File: src/rtl/spike_window_counter_bank.sv
// ---------------------------------------------------------------------------
// spike_window_counter_bank
//
// Counts spike rising edges on NCH channels inside windows that end on a
// one-cycle window_tick. At each tick every count is latched into a snapshot.
// The snapshot is then streamed as (channel id, count) words, channel 0
// first, toward a pipe-out endpoint.
//
// Ports:
//   clk, reset_n         clock (rising edge) and async active-low reset
//   spike[NCH]           spike levels, bit i = channel i
//   ch_enable[NCH]       per-channel count enable (disabled channel holds)
//   mode_cumulative      0: counters restart every window, 1: free-running
//   window_tick          one-cycle end-of-window pulse
//   clear_overrun        clears the sticky overrun flag
//   count_snapshot       latched counts, channel i at [i*CW +: CW]
//   snapshot_valid       one-cycle pulse the cycle after a snapshot load
//   out_valid/out_ready  stream handshake
//   out_ch, out_count    current stream word
//   frame_done           one-cycle pulse after the last word is accepted
//   overrun              sticky: a tick arrived before the frame finished
//
// Handshake: a word transfers on every rising edge where out_valid and
// out_ready are both high. While out_valid is high and the word has not been
// accepted, out_ch/out_count hold steady unless a window_tick restarts the
// frame. out_valid never depends on out_ready.
// ---------------------------------------------------------------------------
module spike_window_counter_bank #(
    parameter int NCH = 8,
    parameter int CW  = 16,
    parameter int IDW = 6
) (
    input  logic              clk,
    input  logic              reset_n,
    input  logic [NCH-1:0]    spike,
    input  logic [NCH-1:0]    ch_enable,
    input  logic              mode_cumulative,
    input  logic              window_tick,
    input  logic              clear_overrun,
    output logic [NCH*CW-1:0] count_snapshot,
    output logic              snapshot_valid,
    output logic              out_valid,
    input  logic              out_ready,
    output logic [IDW-1:0]    out_ch,
    output logic [CW-1:0]     out_count,
    output logic              frame_done,
    output logic              overrun
);

    typedef enum logic {
        IDLE   = 1'b0,
        STREAM = 1'b1
    } state_t;

    state_t         state;
    state_t         state_next;
    logic [IDW-1:0] idx;
    logic [IDW-1:0] idx_next;
    logic           done_next;
    logic           set_overrun;
    logic           accept;
    logic           last_word;

    logic [NCH-1:0] spike_d;
    logic [NCH-1:0] inc;

    // A level held high produces a single rise.
    assign inc = spike & ~spike_d & ch_enable;

    always_ff @(posedge clk or negedge reset_n) begin
        if (!reset_n) begin
            spike_d        <= '0;
            snapshot_valid <= 1'b0;
        end else begin
            spike_d        <= spike;
            snapshot_valid <= window_tick;
        end
    end

    // -----------------------------------------------------------------------
    // Per-channel counter and snapshot register
    // -----------------------------------------------------------------------
    for (genvar i = 0; i < NCH; i++) begin : g_ch
        logic [CW-1:0] cnt;
        logic [CW-1:0] cnt_sat;
        logic [CW-1:0] snap;

        // Saturating increment: holds at all-ones instead of wrapping.
        assign cnt_sat = (inc[i] && (cnt != '1)) ? cnt + 1'b1 : cnt;

        always_ff @(posedge clk or negedge reset_n) begin
            if (!reset_n) begin
                cnt  <= '0;
                snap <= '0;
            end else if (window_tick) begin
                // Snapshot takes the count before this edge's rise; in
                // per-window mode that rise opens the next window.
                snap <= cnt;
                cnt  <= mode_cumulative ? cnt_sat : CW'(inc[i]);
            end else begin
                cnt  <= cnt_sat;
            end
        end

        assign count_snapshot[i*CW +: CW] = snap;
    end

    // -----------------------------------------------------------------------
    // Stream FSM
    // -----------------------------------------------------------------------
    assign out_valid = (state == STREAM);
    assign out_ch    = idx;
    assign accept    = out_valid & out_ready;
    assign last_word = (idx == IDW'(NCH - 1));

    always_comb begin
        out_count = '0;
        for (int i = 0; i < NCH; i++) begin
            if (idx == IDW'(i)) begin
                out_count = count_snapshot[i*CW +: CW];
            end
        end
    end

    always_comb begin
        state_next  = state;
        idx_next    = idx;
        done_next   = 1'b0;
        set_overrun = 1'b0;
        case (state)
            IDLE: begin
                if (window_tick) begin
                    state_next = STREAM;
                    idx_next   = '0;
                end
            end
            STREAM: begin
                if (accept) begin
                    if (last_word) begin
                        done_next  = 1'b1;
                        state_next = IDLE;
                        idx_next   = '0;
                    end else begin
                        idx_next   = idx + 1'b1;
                    end
                end
                // A tick restarts the frame from channel 0. It is only an
                // overrun if the old frame did not complete on this edge.
                if (window_tick) begin
                    state_next  = STREAM;
                    idx_next    = '0;
                    set_overrun = !(accept && last_word);
                end
            end
            default: begin
                state_next = IDLE;
                idx_next   = '0;
            end
        endcase
    end

    always_ff @(posedge clk or negedge reset_n) begin
        if (!reset_n) begin
            state      <= IDLE;
            idx        <= '0;
            frame_done <= 1'b0;
            overrun    <= 1'b0;
        end else begin
            state      <= state_next;
            idx        <= idx_next;
            frame_done <= done_next;
            // Setting wins over a simultaneous clear.
            if (set_overrun) begin
                overrun <= 1'b1;
            end else if (clear_overrun) begin
                overrun <= 1'b0;
            end
        end
    end

endmodule

File: config.mk
export PLATFORM = sky130hd
export DESIGN_NAME = spike_window_counter_bank
export DESIGN_NICKNAME = d
export VERILOG_FILES = /design/src/rtl/spike_window_counter_bank.sv
export SDC_FILE = /design/constraint.sdc
export NUM_CORES = 1
export LEC_CHECK = 0
export BUFFER_PORTS_ARGS = -buffer_cell sky130_fd_sc_hd__buf_4
export CAP_MARGIN = 25
export CELL_PAD_IN_SITES_DETAIL_PLACEMENT = 0
export CELL_PAD_IN_SITES_GLOBAL_PLACEMENT = 1
export CORE_MARGIN = 1
export CORE_UTILIZATION = 40
export DETAILED_ROUTE_END_ITERATION = 8
export GPL_TIMING_DRIVEN = 0
export MAX_ROUTING_LAYER = met4
export PLACE_DENSITY = 0.8
export SYNTH_ARGS = -nofsm -noshare
export SYNTH_HDL_FRONTEND = slang
export SYNTH_SLANG_ARGS = --single-unit
File: constraint.sdc
create_clock -name clk -period 1.84 [get_ports clk]
set_input_delay 0.276 -clock clk [delete_from_list [all_inputs] [get_ports clk]]
set_output_delay 0.276 -clock clk [all_outputs]
set_load 0.01 [all_outputs]
==> reports/results.ini, run 1 <==
[worst_setup_path]
crit_top_cell=buf_6
cp-end-kind=output pin
slowest_delay_ns=0.61
critPathKind=register to output pin
critPathLaunchType=register
arrival_ns=2.54
crit_required_ns=1.56
cp-startpoint=out_ch[3]$_DFFE_PN0P_
r2r_slack_ns=-0.03
cp_slowest_cell=or4b_4
reg2reg_depth=4
cp-endpoint=out_count[10]
cp_cell_sequence=buf_6, or4b_4, clkbuf_16, nor2_4, o22ai_4, a31oi_4, buf_6
r2r_end=g_ch[1].cnt[10]$_DFF_PN0_
rr_startpoint=spike_d[1]$_DFF_PN0_
path_max_fanout=6

[yosys]
avgSynthCellArea_um2=10.4
synth_area_leader_cell=dfrtp_1
synth-seq-area-share_pct=50.0
synth_top_area_share_pct=50.0
ys_types=62
ys_ff_latch=274
synth_area_um2=13700
synthTopCellsByArea=dfrtp_1 50%, mux2_2 10%, a21oi_1 4.4%
syn-instance-count=1313
synthFlopType=dfrtp_1
async_reset_ff_share_pct=100
synth_edf_count=0
yosys_warnings=0
syn-num-nets=1347

[power_and_ir_drop]
p_clk_share_pct=46.0
seq_power_share_pct=43.9
intPower_w=0.0109
power_frac_comb_pct=10.1
pwr_density_cell_nw_per_um2=761
switching_share_pct=25.0
leakage_nw=8.33
switching_power_w=0.00362
ir_worst_vdd_mv=0.706

[place]
io_buffers=175
hpwl_um=34400
gp_routability_congestion=0.992
dpl_worst_slack_ns=-1.20
dp_cells=1939

[floorplanning]
die_area_um2=35000
initial_utilization_pct=40.8
ios=176
die_x_um=187
core-area_um2=33600
die_y_um=187
std_cell_rows=67

[route]
dr.pass1.iters=5
wl_um=49200
wl_per_cell_um=23.6
antenna_left=0
viasPerCell=6.10
via_count=12700
first_iter_violations=1075
drc=0

[grt]
grt_usage_pct=28.3
grt_max_degree=119
antenna_found_initial=0
grt_pass1_vias=11900
grt.overflow.total=0
grt_pass1_wl_um=73900

[finish]
diodes=0
nets=1646
drive_gt1_share_pct=40.8
layout_commonest_cell=dfrtp_1
final_cell_mix=253 x dfrtp_1, 241 x buf_4, 126 x mux2_2
fin_cells=2085
synthToLayoutAreaGrowth_pct=38.7

[clocking]
worstSkewPairLatency_ns=0.57
numCtsBuffers=31
cts_tree=built
cts_root_buf=clkbuf_16
cts_sinks=274
clk_path_buf_depth=3
clkSlewWorstSetupHoldPaths_ns=0.06
htree_levels=1

[timing]
finalSetupViolations=17
fin_crit_ns=2.81
max_clock_freq_ghz=0.356
min_period_over_period_pct=153
drv_slew=0
hold_viol_final=0
rsz0062_at_grt=yes
setup_slack_ns=-0.973
worst_slew_pin_slew_ns=0.908
clock_skew_ns=0.0106
slew_headroom_pct=39.5

[run_status]
violations=setup timing
outcome=finished with violations

[min_path]
hold_class=primary input to async pin

[job]
maxCapViolCount=0

[flip-flops by register name, summed over array words and instances (netlist names)]
register	flops
overrun	1
g_ch.snap	128
frame_done	1
snapshot_valid	1
out_valid	1
spike_d	8
out_ch	6
g_ch.cnt	128
[logic make-up after synthesis]
kind of cell	count (synthesis)	share of synthesized area, %
simple gates	435	18.3
compound gates	338	15.5
flops	274	50.0
mux	145	11.7
buf+inv	104	2.96
fa+ha+maj	12	1.10
xor+xnor	5	0.320
[through the flow]
| step | instance area [um^2] | total power [W] | hold slack, ns | util [%] | TNS, ns |
|---|---|---|---|---|---|
| floorplan | 13800 | 0.00691 | -0.0196 | - | -1.80 |
| global placement | 15700 | 0.00752 | 0.400 | 46.6 | -717.82 |
| detailed placement | 15700 | 0.00756 | 0.197 | 46.8 | -187.08 |
| CTS | 18400 | 0.0144 | 0.180 | 54.8 | -15.21 |
| global route | 19000 | 0.0149 | 0.217 | 56.5 | -15.79 |
| finish | 19000 | 0.0145 | 0.194 | 56.5 | -14.76 |
[power groups by stage]
stage	combinational, W	clock (W)	sequential [W]
after CTS	0.00135	0.00675	0.00634
final	0.00146	0.00665	0.00635
after floorplan	0.000510	0	0.00640
after detailed placement	0.00111	0	0.00645
after global placement	0.00107	0	0.00645
after global routing	0.00157	0.00701	0.00636
[synth_stat cells (all sizes together) (5+ instances only)]
library cell	number
o211ai	19
nand3	49
nand2	99
dfrtp	274
o22ai	31
nand4	40
o41ai	13
nor2	38
and3	23
or4	46
mux2i	19
nor4	17
mux2	126
nand2b	20
nand3b	14
a211oi	5
ha	12
inv	24
and3b	8
o311ai	13
o31ai	44
or3	34
buf	13
a31oi	15
clkbuf	67
and4	14
a21oi	120
o21ai	50
nor3	24
[what timing repair did]
item / 4_1_cts / 5_1_grt
setup buffers: 46 / 39
hold buffers: 12 / 0
setup endpoints to repair: 154 / 100
pin swaps: 30 / 49
cloned: 5 / 0
resized for setup: 220 / 108
endpoints found under the hold margin: 51 / 0
[critical path, delay by kind of cell, from the launching register on]
kind	cells	cell delay [ns]
compound gates	2	0.37
buf+inv	3	0.49
flops	1	0.39
simple gates	2	0.71
[layer usage]
metal | vias up | track usage [%] | routed length, um
met3 | 129 | 3.40 | 3300
met4 | 0 | 12.9 | 2600
met2 | 514 | 41.7 | 22300
met1 | 6392 | 39.0 | 21100
met5 | - | - | 0
li1 | 5683 | - | -
[layout make-up]
type / count / area (um^2)
Fill cell: 2830 / 14600
Multi-Input combinational cell: 935 / 7540
Sequential cell: 274 / 6880
Timing Repair Buffer: 277 / 2280
Clock buffer: 40 / 880
Tap cell: 448 / 561
Buffer: 69 / 544
Clock inverter: 18 / 223
Inverter: 24 / 92.6
[worst min-delay path by stage]
stage | to | slack, ns | cells after the start
after detailed placement | g_ch[3].snap[10]$_DFFE_PN0P_ | 0.20 | 1
after floorplan | frame_done$_DFF_PN0_ | -0.02 | 0
final | spike_d[4]$_DFF_PN0_ | 0.19 | 2
after global placement | spike_d[6]$_DFF_PN0_ | 0.40 | 1
after global routing | g_ch[3].cnt[12]$_DFF_PN0_ | 0.22 | 2
after CTS | g_ch[3].snap[10]$_DFFE_PN0P_ | 0.18 | 2
(Power assumes the default switching activity.)
==> inputs of run 2 (changes only) <==
Settings changed: REMOVE_ABC_BUFFERS from default to 1.
==> run 2 against run 1 <==
Net effect: the run still ends with setup timing left; count of clock-buffer cells in the layout fell by 2; clock skew rose by 0.00069 ns; total power increased by 1.7%; design area fell by 0.29%; cell count fell by 2.3%; non-clock buffer count shrank 47; setup slack gained 0.055 ns; critical path depth unchanged; sequential power about the same; flip-flop and latch count did not move; largest cell class unchanged; highest routed layer unchanged.
==> reports/results.ini, run 2 (synthesis gave the netlist of run 1 again) <==
[route]
antenna_left=0  ; unchanged
wl_per_cell_um=22.0  ; was 23.6 um
via_count=12300  ; was 12700
viasPerCell=6.04  ; was 6.10
wl_um=44900  ; was 49200 um
drc=0  ; unchanged
dr.pass1.iters=5  ; unchanged
first_iter_violations=932  ; was 1075

[worst_setup_path]
path_max_fanout=13  ; was 6
cp_cell_sequence=buf_6, ha_4, buf_8, o21ai_2, o211ai_1, a31oi_2, buf_4  ; was buf_6, or4b_4, clkbuf_16, nor2_4, o22ai_4, a31oi_4, buf_6
arrival_ns=2.48  ; was 2.54 ns
critPathKind=register to output pin  ; unchanged
slowest_delay_ns=0.46  ; was 0.61 ns
cp_slowest_cell=dfrtp_2  ; was or4b_4
cp-end-kind=output pin  ; unchanged
critPathLaunchType=register  ; unchanged
crit_required_ns=1.56  ; about the same

[timing]
worst_slew_pin_slew_ns=1.07  ; was 0.908 ns
hold_viol_final=0  ; unchanged
min_period_over_period_pct=150  ; was 153%
setup_slack_ns=-0.918  ; was -0.973 ns
finalSetupViolations=18  ; was 17
max_clock_freq_ghz=0.363  ; was 0.356 GHz
fin_crit_ns=2.76  ; was 2.81 ns
drv_slew=0  ; unchanged
rsz0062_at_grt=yes  ; unchanged
clock_skew_ns=0.0113  ; was 0.0106 ns
holdWs_ns=0.0273  ; was 0.194 ns
slew_headroom_pct=28.6  ; was 39.5%

[finish]
fin_cells=2038  ; was 2085
synthToLayoutAreaGrowth_pct=38.3  ; was 38.7%
nets=1602  ; was 1646
diodes=0  ; unchanged
top_regs=g_ch.cnt (128), g_ch.snap (128), spike_d (8)  ; unchanged
final_area_um2=19000  ; about the same
final_cell_mix=243 x buf_4, 243 x dfrtp_1, 126 x mux2_2  ; was 253 x dfrtp_1, 241 x buf_4, 126 x mux2_2
drive_gt1_share_pct=42.4  ; was 40.8%
utilization_pct=56.4  ; was 56.5%

[power_and_ir_drop]
seq_power_share_pct=43.1  ; was 43.9%
switching_power_w=0.00354  ; was 0.00362 W
p_clk_share_pct=47.2  ; was 46.0%
power_frac_comb_pct=9.7  ; was 10.1%
leakage_nw=8.20  ; was 8.33 nW
intPower_w=0.0112  ; was 0.0109 W
pwr_density_cell_nw_per_um2=777  ; was 761 nW/um^2
ir_worst_vdd_mv=0.760  ; was 0.706 mV
switching_share_pct=24.0  ; was 25.0%

[min_path]
hold_class=primary input to register  ; was primary input to async pin

[clocking]
worstSkewPairLatency_ns=0.56  ; was 0.57 ns
cts_root_buf=clkbuf_16  ; unchanged
clk_path_buf_depth=3  ; unchanged
cts_sinks=274  ; unchanged
cts_tree=built  ; unchanged
clkSlewWorstSetupHoldPaths_ns=0.06  ; about the same
htree_levels=1  ; unchanged
numCtsBuffers=31  ; unchanged

[grt]
grt_max_degree=110  ; was 119
grt_usage_pct=24.9  ; was 28.3%
grt_pass1_wl_um=66700  ; was 73900 um
grt_pass1_vias=11400  ; was 11900
grt.overflow.total=0  ; unchanged
antenna_found_initial=0  ; unchanged

[place]
dpl_worst_slack_ns=-1.26  ; was -1.20 ns
placed_cell_area_um2=15500  ; was 15700 um^2
io_buffers=175  ; unchanged
hpwl_um=28600  ; was 34400 um
dp_cells=1867  ; was 1939
gp_routability_congestion=0.862  ; was 0.992

[floorplanning]
die_y_um=187  ; unchanged
core-area_um2=33600  ; unchanged
die_x_um=187  ; unchanged
std_cell_rows=67  ; unchanged
ios=176  ; unchanged
initial_utilization_pct=40.8  ; unchanged
die_area_um2=35000  ; unchanged

[job]
maxCapViolCount=0  ; unchanged

[run_status]
outcome=finished with violations  ; unchanged
violations=setup timing  ; unchanged

[run 2: changes by cell type in the layout (fill, tap and decap cells not counted), sizes merged]
cell / previous run / this run
nand2: 99 / 100
buf: 280 / 288
clkbuf: 94 / 40
or4b: 2 / 3
clkinvlp: 0 / 1
clkinv: 12 / 8
inv: 25 / 24
nand2b: 20 / 21
dlygate4sd3: 12 / 9
bufinv: 5 / 8
[run 2: power by group through the flow]
stage / clock network, W / logic, W / registers, W
detailed placement: 0 / 0.00104 / 0.00643
CTS: 0.00705 / 0.00123 / 0.00632
global placement: 0 / 0.000984 / 0.00643
global route: 0.00727 / 0.00155 / 0.00635
floorplan: 0 / 0.000429 / 0.00640
finish: 0.00695 / 0.00143 / 0.00634
[run 2: worst max-delay path, delay by kind of cell (launching register included)]
family | cells | cell delay (ns)
buffers and inverters | 3 | 0.49
adder cells (fa/ha/maj) | 1 | 0.21
AO/OA/AOI/OAI | 3 | 0.76
flip-flops | 1 | 0.46
[run 2: final cells by class]
type                    count  area [um^2]
clock buffers              38          852
clock inverters            17          292
fillers                  2769        14700
inverters                  24         92.6
multi-input cells         938         7650
flip-flops and latches    274         6900
well taps                 448          561
repair buffers            299         2610
[run 2: worst paths after layout]
kind                                     startpoint                        end  slack [ns]  depth (start not counted)
max                           out_ch[0]$_DFFE_PN0P_               out_count[7]       -0.92                          7
min                                   clear_overrun        overrun$_DFFE_PN0P_        0.03                          3
max reg2reg                   out_ch[0]$_DFFE_PN0P_      out_ch[5]$_DFFE_PN0P_       -0.09                          6
min reg2reg                g_ch[7].cnt[6]$_DFF_PN0_   g_ch[7].cnt[6]$_DFF_PN0_        0.52                          1
max in group asynchronous                   reset_n      out_ch[0]$_DFFE_PN0P_        0.46                          3
min in group asynchronous                   reset_n  g_ch[1].cnt[12]$_DFF_PN0_        0.33                          2
[run 2: per-stage QoR]
step | total power (W) | TNS, ns
4_1_cts | 0.0146 | -14.03
2_1_floorplan | 0.00683 | -211.74
6_report | 0.0147 | -13.92
5_1_grt | 0.0152 | -15.31
3_3_place_gp | 0.00741 | -1296.41
3_5_place_dp | 0.00747 | -46.01
[run 2: what timing repair did]
| item | CTS | global route |
|---|---|---|
| hold buffers | 9 | 0 |
| pin swaps | 33 | 62 |
| hold endpoints to repair | 98 | 0 |
| gates resized for setup | 138 | 162 |
| setup buffers | 53 | 48 |
| setup endpoints to repair | 109 | 93 |
| gates cloned | 3 | 6 |
[run 2: layer usage]
metal / vias to the layer above / GRT usage, % / share of wire, %
met5: - / - / 0
met4: 0 / 9.93 / 4.4
met3: 105 / 5.82 / 7.6
met2: 430 / 37.3 / 46
met1: 6209 / 32.4 / 42
li1: 5558 / - / -
==> inputs of run 3 (changes only) <==
Settings changed: SETUP_SLACK_MARGIN from default to 0.4.
==> run 3 against run 2 <==
Net effect: the flow still finishes with violations (setup timing); core utilization grew 9.8 points; first-iteration DRC count grew 26%; via count grew 12%; design area grew 17%; setup slack lost 0.037 ns; count of clock-buffer cells in the layout is the same; cell count grew 9.6%; fmax shrank 1.3%; die area is the same; register-to-register slack lost 0.03 ns; sequential share of layout area shrank 5.1 points; largest cell class unchanged; highest routed layer unchanged.
==> reports/results.ini, run 3 (synthesis gave the netlist of run 1 again) <==
[worst_setup_path]
critPathLaunchType=register  ; unchanged
cp-end-kind=output pin  ; unchanged
arrival_ns=2.52  ; was 2.48 ns
crit_required_ns=1.56  ; about the same
path_max_fanout=6  ; was 13
reg2reg_depth=7  ; was 6
critPathKind=register to output pin  ; unchanged

[power_and_ir_drop]
switching_power_w=0.00374  ; was 0.00354 W
switching_share_pct=24.8  ; was 24.0%
ir_worst_vdd_mv=0.811  ; was 0.760 mV
leakage_nw=9.51  ; was 8.20 nW
p_clk_share_pct=46.5  ; was 47.2%
intPower_w=0.0113  ; was 0.0112 W
pwr_density_cell_nw_per_um2=678  ; was 777 nW/um^2
seq_power_share_pct=41.9  ; was 43.1%
power_frac_comb_pct=11.6  ; was 9.7%

[job]
maxCapViolCount=0  ; unchanged

[route]
antenna_left=0  ; unchanged
wl_um=53000  ; was 44900 um
via_count=13800  ; was 12300
dr.pass1.iters=5  ; unchanged
viasPerCell=6.16  ; was 6.04
wl_per_cell_um=23.7  ; was 22.0 um
drc=0  ; unchanged
first_iter_violations=1173  ; was 932

[grt]
grt_usage_pct=28.6  ; was 24.9%
antenna_found_initial=0  ; unchanged
grt_pass1_wl_um=76700  ; was 66700 um
grt_max_degree=110  ; unchanged
grt.overflow.total=0  ; unchanged
grt_pass1_vias=13200  ; was 11400

[clocking]
htree_levels=1  ; unchanged
clk_path_buf_depth=3  ; unchanged
cts_root_buf=clkbuf_16  ; unchanged
cts_tree=built  ; unchanged
cts_sinks=274  ; unchanged
worstSkewPairLatency_ns=0.57  ; was 0.56 ns
numCtsBuffers=31  ; unchanged
clkSlewWorstSetupHoldPaths_ns=0.06  ; about the same

[finish]
final_cell_mix=353 x buf_4, 187 x dfrtp_1, 125 x mux2_2  ; was 243 x buf_4, 243 x dfrtp_1, 126 x mux2_2
seq_area_um2=6970  ; was 6900 um^2
layout_commonest_cell=buf_4
drive_gt1_share_pct=62.7  ; was 42.4%
diodes=0  ; unchanged
synthToLayoutAreaGrowth_pct=62.4  ; was 38.3%
top_regs=g_ch.cnt (128), g_ch.snap (128), spike_d (8)  ; unchanged
nets=1798  ; was 1602
nFillCells=2347  ; was 2769
fin_cells=2234  ; was 2038
multi_input_area_um2=9060  ; was 7650 um^2

[run_status]
violations=setup timing  ; unchanged
outcome=finished with violations  ; unchanged

[timing]
drv_slew=0  ; unchanged
slew_headroom_pct=43.6  ; was 28.6%
worst_slew_pin_slew_ns=0.846  ; was 1.07 ns
min_period_over_period_pct=152  ; was 150%
clock_skew_ns=0.00998  ; was 0.0113 ns
fin_crit_ns=2.79  ; was 2.76 ns
holdWs_ns=0.0123  ; was 0.0273 ns
hold_viol_final=0  ; unchanged
rsz0062_at_grt=yes  ; unchanged
setup_slack_ns=-0.955  ; was -0.918 ns
finalSetupViolations=20  ; was 18
max_clock_freq_ghz=0.358  ; was 0.363 GHz

[floorplanning]
initial_utilization_pct=40.8  ; unchanged
core-area_um2=33600  ; unchanged
std_cell_rows=67  ; unchanged
die_y_um=187  ; unchanged
ios=176  ; unchanged
die_area_um2=35000  ; unchanged
die_x_um=187  ; unchanged

[place]
gp_routability_congestion=0.862  ; unchanged
dp_cells=1867  ; unchanged
dpl_worst_slack_ns=-1.26  ; unchanged
io_buffers=175  ; unchanged
hpwl_um=28600  ; unchanged

[min_path]
hold_class=primary input to register  ; unchanged
min_path_cells=3  ; unchanged

## run 3: final timing paths
path / start / to / slack [ns]
worst max-delay path: out_ch[4]$_DFFE_PN0P_ / out_count[7] / -0.95
worst min-delay path: clear_overrun / overrun$_DFFE_PN0P_ / 0.01
worst max register to register: out_ch[0]$_DFFE_PN0P_ / out_ch[3]$_DFFE_PN0P_ / -0.12
worst min register to register: overrun$_DFFE_PN0P_ / overrun$_DFFE_PN0P_ / 0.53
max in group asynchronous: reset_n / g_ch[7].cnt[5]$_DFF_PN0_ / 0.57
min in group asynchronous: reset_n / g_ch[1].cnt[0]$_DFF_PN0_ / 0.27
## run 3: per-layer routing
metal  part of all wire, %  GRT usage [%]  up-vias
met3                   7.1           6.36      164
met5                     0              -        -
met1                    40           36.0     7043
met4                   5.1           14.2        0
li1                      -              -     5961
met2                    47           43.5      599
## run 3: final cells by class
| type | count | area share [%] |
|---|---|---|
| Sequential cell | 274 | 31.3 |
| Timing Repair Buffer | 493 | 19.9 |
| Clock buffer | 38 | 3.83 |
| Clock inverter | 17 | 1.31 |
| Inverter | 24 | 0.427 |
| Multi-Input combinational cell | 940 | 40.7 |
| Tap cell | 448 | 2.52 |
## run 3: power groups by stage
stage	logic, W	registers (W)	clock network, W
global placement	0.000984	0.00643	0
detailed placement	0.00104	0.00643	0
floorplan	0.000429	0.00640	0
global route	0.00187	0.00634	0.00731
CTS	0.00150	0.00631	0.00705
finish	0.00175	0.00633	0.00701
## run 3: through the flow
stage	instance area, um^2	power [W]	TNS (ns)	util [%]
final	22300	0.0151	-14.60	66.2
after global routing	22300	0.0155	-15.59	66.2
after CTS	20200	0.0149	-14.14	60.0
after detailed placement	15500	0.00747	-46.01	46.1
after global placement	15300	0.00741	-1296.41	45.4
after floorplan	13400	0.00683	-211.74	-
## run 3: critical path: stages (launching register included)
cell and delay [ns]:
dfrtp_2 0.45, buf_6 0.14, nor4_4 0.32, buf_6 0.20
nand2_8 0.07, o211ai_1 0.46, a31oi_4 0.16, buf_6 0.16
## run 3: repair_timing
action / CTS / global route
endpoints found under the setup margin: 212 / 340
gates cloned: 9 / 1
hold buffers: 9 / 0
setup buffers: 217 / 76
hold endpoints to repair: 98 / 0
pin swaps: 189 / 117
gates resized for setup: 404 / 328
